**src/rtl/cla4_nibble_sequencer.sv**
```systemverilog
// ============================================================================
// Module   : cla4_nibble_sequencer
// Brief    : Feeds a WIDTH-bit add through an external 4-bit CLA one nibble per
//            cycle, LSB first, and returns sum, carry-out and signed overflow.
// Revision : 1.0 - initial release
// ============================================================================
`default_nettype none

module cla4_nibble_sequencer #(
    parameter int WIDTH = 16
) (
    input  logic             clk,
    input  logic             rst,
    input  logic             in_valid,
    output logic             in_ready,
    input  logic [WIDTH-1:0] in_a,
    input  logic [WIDTH-1:0] in_b,
    input  logic             in_cin,
    output logic [3:0]       cla_a,
    output logic [3:0]       cla_b,
    output logic             cla_cin,
    input  logic [3:0]       cla_sum,
    input  logic             cla_cout,
    output logic             out_valid,
    input  logic             out_ready,
    output logic [WIDTH-1:0] out_sum,
    output logic             out_cout,
    output logic             out_ovf
);

    localparam int NIB = WIDTH / 4;
    localparam int IW  = $clog2(NIB);
    localparam logic [IW-1:0] c_IDX_LAST = IW'(NIB - 1);

    localparam logic [1:0] S_IDLE = 2'd0;
    localparam logic [1:0] S_RUN  = 2'd1;
    localparam logic [1:0] S_DONE = 2'd2;

    logic [1:0]       r_state;
    logic [IW-1:0]    r_idx;
    logic [WIDTH-1:0] r_a;
    logic [WIDTH-1:0] r_b;
    logic [WIDTH-1:0] r_sum;
    logic             r_carry;

    logic             w_run;
    logic             w_done;
    logic [3:0]       w_a_nib;
    logic [3:0]       w_b_nib;

    assign w_run  = (r_state == S_RUN);
    assign w_done = (r_state == S_DONE);

    // Nibble select written as a mux over constant slices to keep every bit used.
    always_comb begin
        w_a_nib = 4'd0;
        w_b_nib = 4'd0;
        for (int n = 0; n < NIB; n++) begin
            if (r_idx == IW'(n)) begin
                w_a_nib = r_a[4*n +: 4];
                w_b_nib = r_b[4*n +: 4];
            end
        end
    end

    always_ff @(posedge clk) begin
        if (rst) begin
            r_state <= S_IDLE;
            r_idx   <= '0;
            r_a     <= '0;
            r_b     <= '0;
            r_sum   <= '0;
            r_carry <= 1'b0;
        end else begin
            case (r_state)
                S_IDLE: begin
                    if (in_valid) begin
                        r_a     <= in_a;
                        r_b     <= in_b;
                        r_carry <= in_cin;
                        r_idx   <= '0;
                        r_state <= S_RUN;
                    end
                end
                S_RUN: begin
                    for (int n = 0; n < NIB; n++) begin
                        if (r_idx == IW'(n)) begin
                            r_sum[4*n +: 4] <= cla_sum;
                        end
                    end
                    r_carry <= cla_cout;
                    if (r_idx == c_IDX_LAST) begin
                        r_state <= S_DONE;
                    end else begin
                        r_idx <= r_idx + 1'b1;
                    end
                end
                S_DONE: begin
                    if (out_ready) begin
                        r_state <= S_IDLE;
                    end
                end
                default: r_state <= S_IDLE;
            endcase
        end
    end

    // Adder inputs are held at zero outside RUN so the CLA stage sees no toggling.
    assign in_ready  = (r_state == S_IDLE);
    assign cla_a     = w_run ? w_a_nib : 4'd0;
    assign cla_b     = w_run ? w_b_nib : 4'd0;
    assign cla_cin   = w_run ? r_carry : 1'b0;

    assign out_valid = w_done;
    assign out_sum   = w_done ? r_sum : '0;
    assign out_cout  = w_done ? r_carry : 1'b0;
    assign out_ovf   = w_done && (r_a[WIDTH-1] == r_b[WIDTH-1])
                              && (r_sum[WIDTH-1] != r_a[WIDTH-1]);

endmodule

`default_nettype wire

```
**config.mk**
```make
export PLATFORM = sky130hd
export DESIGN_NAME = cla4_nibble_sequencer
export DESIGN_NICKNAME = d
export VERILOG_FILES = /design/src/rtl/cla4_nibble_sequencer.sv
export SDC_FILE = /design/constraint.sdc
export NUM_CORES = 1
export LEC_CHECK = 0
export CAP_MARGIN = 15
export CORE_ASPECT_RATIO = 1.1
export CORE_MARGIN = 2
export CORE_UTILIZATION = 42
export DETAILED_ROUTE_END_ITERATION = 16
export PLACE_DENSITY = 0.82
export SYNTH_ARGS = -nofsm -noshare
export SYNTH_HDL_FRONTEND = slang
export SYNTH_SLANG_ARGS = --single-unit
```
**constraint.sdc**
```tcl
create_clock -name clk -period 1.61 [get_ports clk]
set_input_delay 0.2415 -clock clk [delete_from_list [all_inputs] [get_ports clk]]
set_output_delay 0.2415 -clock clk [all_outputs]
set_load 0.01 [all_outputs]
```
Word-level counts from Yosys, hierarchy flattened. Index checks and enable logic that the tools add are counted.

Flip-flop bits (word level): 53. Bits of input ports: 42. Word-level logic and storage cells: 56.

Add/subtract/negate cells: 1. Equality and inequality tests: 11. Mux-type cells: 22. Reduce and logical (&&, ||, !) cells: 13.

Operators with widths (count): $mux 4 (10); $mux 16 (1); $reduce_and 2->1 (6); $mux 2 (5); $eq 2x2->1 const B (3); $ne 2x2->1 const B (3); $pmux 2 s3 (1); $reduce_and 3->1 (2); $eq 2x1->1 const B (2); $logic_not 2->1 (2); $pmux 2 s2 (1); $mux 1 (3); $add 2x1->2 const B (1); $logic_and 1x1->1 (2); $ne 2x1->1 const B (1); $pmux 1 s2 (1); $reduce_bool 2->1 (1); $eq 1x1->1 (1); $ne 1x1->1 (1).

Depth between registers and ports, before layout. Gate-level depths: netlist of the first run.

Word-level depth: 6. Depth in mapped cells: 6. Mapped depth without buffers: 5.

Worst setup path after synthesis of the first run. No wires, ideal clock.

Path type: flip-flop to output port. Start: reg r_idx[0]. End: out cla_a[3]. Arrival: 1.391 ns. Slack: -0.022 ns. Stages on the path, launching flop included: 7. Path through: dfxtp_1 -> inv_1 -> ha_1 -> nor2b_1 -> buf_2 -> a221oi_1 -> o32ai_1.

Cells in the longest elaborated chain, start to end: 6.

Ends and longest elaborated chain: start, declared (RTL line 40) `logic [IW-1:0] r_idx;`; start signal, assigned (RTL line 95) `r_idx <= r_idx + 1'b1;`; $logic_not 2->1 (RTL line 59) `if (r_idx == IW'(n)) begin`; $mux 4 (3 in series) (RTL line 59); $mux 4 * (RTL line 59); $mux 4 * (RTL line 110) `assign cla_a = w_run ? w_a_nib : 4'd0;`; end, declared (RTL line 19) `output logic [3:0] cla_a,`.

Every way passes the cells marked *; elsewhere a longest branch is shown, timed or not.

Worst setup path after layout of the first run.
Start: reg r_idx[1]. End: out cla_b[1].

Cells in the longest elaborated chain, start to end: 6.

Ends and longest elaborated chain: $logic_not 2->1 (RTL line 59); $mux 4 (3 in series) (RTL line 59); $mux 4 * (RTL line 59); $mux 4 * (RTL line 111) `assign cla_b = w_run ? w_b_nib : 4'd0;`; end, declared (RTL line 20) `output logic [3:0] cla_b,`.

Marked as above.

==> results of run 1 <==
-- path summary, 6_finish.rpt --
path | start | to | slack [ps] | cells after the start
setup / recovery | r_idx[1] | cla_b[1] | -340 | 7
hold / removal | rst | r_state[0] | 360 | 2
setup reg to reg | r_idx[1] | r_sum[14] | 60 | 7
hold reg to reg | r_sum[5] | r_sum[5] | 460 | 2
-- Yosys cell counts --
| cell type | instances |
|---|---|
| or3_1 | 1 |
| and2_1 | 18 |
| nor4_1 | 1 |
| nor3b_2 | 1 |
| nor2b_1 | 2 |
| inv_1 | 3 |
| o32ai_1 | 2 |
| nand3_1 | 22 |
| nand3b_1 | 6 |
| nor3_1 | 1 |
| nand2b_1 | 2 |
| dfxtp_1 | 53 |
| buf_4 | 4 |
| a221oi_1 | 8 |
| o21ai_0 | 8 |
| a21boi_0 | 1 |
| o31ai_1 | 6 |
| buf_2 | 4 |
| o21a_1 | 1 |
| ha_1 | 4 |
| and2b_1 | 1 |
| clkbuf_1 | 11 |
| buf_6 | 5 |
| nor2_1 | 5 |
| a21oi_1 | 51 |
| buf_1 | 2 |
| o211ai_1 | 2 |
| or3b_1 | 1 |
| nand2_1 | 83 |
-- critical path: stages, from the launching register on --
cell     delay, ps
dfxtp_2        340
buf_4          140
ha_2           190
inv_2           90
buf_4          120
o21ai_1         60
o31ai_2        260
buf_2          190
-- power by group --
group	switching (µW)	total (µW)	internal [µW]	leakage, µW
clock	455	813	358	0.0000518
combinational	263	551	288	0.000998
sequential	48.6	1430	1380	0.000435
total	767	2790	2020	0.00149
-- metal layers --
metal | part of all wire | vias to the layer above | track usage
li1 | - | 1245 | -
met1 | 0.39 | 1180 | 0.238
met2 | 0.54 | 73 | 0.397
met3 | 0.050 | 9 | 0.0489
met4 | 0.015 | 0 | 0.0694
met5 | 0 | - | 0
-- metrics by stage --
stage / setup WS [ps] / setup TNS [ps] / power (µW) / std cells / util
after detailed placement: -559 / -8510 / 1940 / 459 / 0.614
after floorplan: -8.95 / -17.9 / 1700 / 309 / -
after CTS: -329 / -3620 / 2780 / 478 / 0.663
after global placement: -451 / -7340 / 1920 / 459 / 0.614
final: -340 / -4710 / 2790 / 483 / 0.691
after global routing: -416 / -6200 / 2910 / 483 / 0.691
-- timing repair --
item | in CTS | in global routing
gates cloned | 1 | 0
setup buffers | 10 | 10
resized for setup | 166 | 36
pin swaps | 19 | 7
endpoints found under the setup margin | 29 | 32
-- cell families after synthesis --
family | Yosys count | share of synthesized area
adder cells (fa/ha/maj) | 4 | 0.0208
AND/OR/NAND/NOR | 144 | 0.278
buffers and inverters | 29 | 0.0692
flip-flops | 53 | 0.441
AO/OA/AOI/OAI | 79 | 0.190
-- sequential cells by signal, summed over array words and instances, names as in the netlist --
| name | cells |
|---|---|
| r_b | 16 |
| r_state | 2 |
| r_a | 16 |
| r_carry | 1 |
| r_sum | 16 |
| r_idx | 2 |
-- final cells by class --
cell class | count | area (µm²)
tap | 75 | 93.8
clock inverter | 2 | 17.5
sequential | 53 | 1070
inverter | 3 | 13.8
clock buffer | 6 | 82.6
multi-input combinational | 227 | 1380
fill | 452 | 1690
timing repair buffer | 117 | 1120
==> results.yml, run 1 <==
routing:
  drt-initial-drc-count: 93
  drt_pass1_iterations: 4
  drcViolationCount: 0
  wl_mm: 6.88
  viasPerCell: 5.19
  via_count: 2507
  ant_nets: 0
  post_drt_wl_per_cell_um: 14.2
clocking:
  clk_pin_slew_worst_paths_ps: 100
  clock_path_buffers: 2
  cts-htree-levels: 2
  ctsHoldBuffers: 0
  cts_tree: "yes"
  clock_sinks: 53
  cts_root_buf: "clkbuf_8"
  cts-buffers-inserted: 5
  clkLatencyLatePin_ps: 310
sta:
  setup_viol: 26
  maxSlewHeadroom: 0.681
  whs_ps: 360
  period_minus_slack_ps: 1950
  rsz0062_at_grt: "yes"
  fmax_ghz: 0.513
  hold_viol_final: 0
  skew_ps: 4.25
  slew_viol_final: 0
  worst_slew_pin_slew_ps: 479
  min_period_over_period: 1.21
  worst_slack_ps: -340
setup_path:
  critPathArrivalTime_ps: 1710
  cp-end-kind: "output port"
  critPathLaunchType: "flip-flop"
  worstPathRequired_ps: 1370
  path_max_fanout: 5
  worstSetupPathType: "reg2out"
synth:
  synth_seq_area_share: 0.441
  synth.net_count: 355
  synth_area_per_cell_um2: 7.78
  netlist_top_cells_area: "dfxtp_1 44%, nand2_1 13%, a21oi_1 11%, and2_1 4.7%, nand3_1 4.6%"
  ys_types: 29
  synthesis.area_um2: 2400
  synth_area_leader_cell: "dfxtp_1"
  synthCells: 309
  synth_warnings: 0
  synth_top_cell_area_share: 0.441
  ys_ff_latch: 53
grt:
  grt.total_usage: 0.213
  grt_pass1_wl_mm: 11.1
  grt_pass1_vias: 2375
  grt_overflow: 0
  grt_start_max_net_pins: 37
  antenna_found_initial: 0
floorplanning:
  core_um2: 5470
  dieArea_um2: 6350
  die_w_um: 76.1
  initial_utilization: 0.440
  rows: 28
  io-pin-count: 71
  fp.dieH_um: 83.4
pwr:
  ir_worst_vdd_uv: 503
  p_leak_uw: 0.00149
  power_density_nw_per_um2: 738
final_layout:
  nets: 453
  final_cell_mix: "83 x nand2_1, 50 x a21oi_1, 50 x dfxtp_1"
  drive_above_1_share: 0.316
  final_common_cell: "nand2_1"
  stdcell_area_um2: 3780
  areaGrowthSynthToFinish_pct: 57.1
  n_antenna_cell: 0
run:
  cap_viol_max_count: 0
hold_path:
  hold_class: "in2reg"
placed_design:
  dpl_cell_area_um2: 3360
  port_buffers: 70
  gp_congestion: 0.817
  dp_hpwl_mm: 4.46
outcome:
  outcome: "finished with violations"
  violations: "negative setup slack"
(Power assumes the default switching activity.)
==> run 2: changes to the inputs <==
CAP_MARGIN = 20   (was 15)
SKIP_LAST_GASP = 1   (was not set)
==> results.yml, run 2 (synthesized netlist as in run 1, its figures left out) <==
grt:
  grt_start_max_net_pins: 37
  antenna_found_initial: 0
  grt.total_usage: 0.212
  grt_pass1_wl_mm: 11.0
  grt_pass1_vias: 2379
  grt_overflow: 0
hold_path:
  hold_class: "in2reg"
  hold_depth: 2
run:
  cap_viol_max_count: 0
routing:
  wl_met3_um: 290
  drcViolationCount: 0
  via_count: 2489
  post_drt_wl_per_cell_um: 14.1
  dr_wl_met2_mm: 3.69
  wl_mm: 6.83
  drt_pass1_iterations: 4
  viasPerCell: 5.15
  ant_nets: 0
  maxUsedRoutingLayer: "met4"
  drt-initial-drc-count: 106
  wl_met1_mm: 2.75
outcome:
  outcome: "finished with violations"
  violations: "negative setup slack"
sta:
  worst_slew_pin_slew_ps: 482
  worst_slack_ps: -350
  fmax_ghz: 0.510
  rsz0062_at_grt: "yes"
  slew_viol_final: 0
  whs_ps: 361
  period_minus_slack_ps: 1960
  min_period_over_period: 1.22
  setup_viol: 26
  maxSlewHeadroom: 0.679
  skew_ps: 4.89
  finalSetupTns_ps: -4940
  hold_viol_final: 0
final_layout:
  areaGrowthSynthToFinish_pct: 54.9
  final_cell_mix: "83 x nand2_1, 50 x a21oi_1, 50 x dfxtp_1"
  fin_cells: 483
  drive_above_1_share: 0.304
  nets: 453
  stdcell_area_um2: 3730
  final_common_cell: "nand2_1"
  reg_top3: "r_a (16), r_b (16), r_sum (16)"
  multi_input_area_um2: 1370
  n_antenna_cell: 0
  fill_cells: 459
  seq_area_um2: 1070
floorplanning:
  fp.dieH_um: 83.4
  die_w_um: 76.1
  core_um2: 5470
  initial_utilization: 0.440
  dieArea_um2: 6350
  rows: 28
  io-pin-count: 71
placed_design:
  dp.cells: 459
  dp_hpwl_mm: 4.46
  port_buffers: 70
  dpl_cell_area_um2: 3360
  gp_congestion: 0.817
pwr:
  ir_worst_vdd_uv: 503
  power_density_nw_per_um2: 748
  p_leak_uw: 0.00147
  finalPower_uw: 2790
setup_path:
  r2r_cells: 7
  worstPathRequired_ps: 1370
  crit_slowest_cell: "dfxtp_4"
  r2r_slack_ps: 80
  worstSetupPathType: "reg2out"
  reg2reg_to: "r_sum[14]"
  critPathLaunchType: "flip-flop"
  cp-end-kind: "output port"
  crit_end: "cla_b[3]"
  path_max_fanout: 4
  critPathLaunch: "r_idx[0]"
  slowest_delay_ps: 390
  r2r-start: "r_idx[1]"
  critPathArrivalTime_ps: 1720
  cp_cell_sequence: "inv_4 > ha_4 > nor2b_4 > buf_6 > a221oi_2 > o32ai_2 > buf_2"
clocking:
  cts_tree: "yes"
  cts-htree-levels: 2
  cts_root_buf: "clkbuf_8"
  clk_pin_slew_worst_paths_ps: 100
  clkLatencyLatePin_ps: 310
  clock_path_buffers: 2
  ctsHoldBuffers: 0
  cts-buffers-inserted: 5
  clock_sinks: 53
==> run 2: what timing repair did <==
action / CTS / global route
gates resized for setup: 164 / 25
cloned: 1 / 0
setup buffers: 10 / 9
pin swaps: 19 / 6
setup endpoints to repair: 29 / 32
==> run 2: per-stage QoR <==
stage                     worst slack, ps   util
after global placement               -451  0.614
after CTS                            -329  0.662
final                                -350  0.682
after floorplan                     -8.95      -
after detailed placement             -559  0.614
after global routing                 -416  0.682
==> run 2: power by group <==
| part | total, µW | internal, µW | switching (µW) |
|---|---|---|---|
| Combinational | 551 | 288 | 263 |
| Clock | 810 | 358 | 453 |
| Sequential | 1420 | 1380 | 47.9 |
| Total | 2790 | 2020 | 763 |
==> run 2: worst min path at each step <==
stage / start / endpoint
CTS: rst / r_state[0]
floorplan: in_a[10] / r_a[10]
global placement: r_sum[4] / r_sum[4]
finish: rst / r_state[0]
detailed placement: r_sum[5] / r_sum[5]
global route: rst / r_state[0]
==> run 2: area by class of cell <==
class                      count  share of cell area
clock inverter                 2             0.00470
inverter                       3             0.00369
tap                           75              0.0252
clock buffer                   6              0.0222
multi-input combinational    227               0.368
timing repair buffer         117               0.289
sequential                    53               0.287
==> run 2: layer usage <==
metal  track usage  up-vias
met5             0        -
met4        0.0694        0
met3        0.0489       10
met2         0.394       63
met1         0.236     1168
li1              -     1248
==> run 2: worst max-delay path: cells and delay by family (launching register included) <==
family,cells,cell delay [ps]
flip-flops,1,390
AND/OR/NAND/NOR,1,160
AO/OA/AOI/OAI,2,350
buffers and inverters,3,400
adder cells (fa/ha/maj),1,120
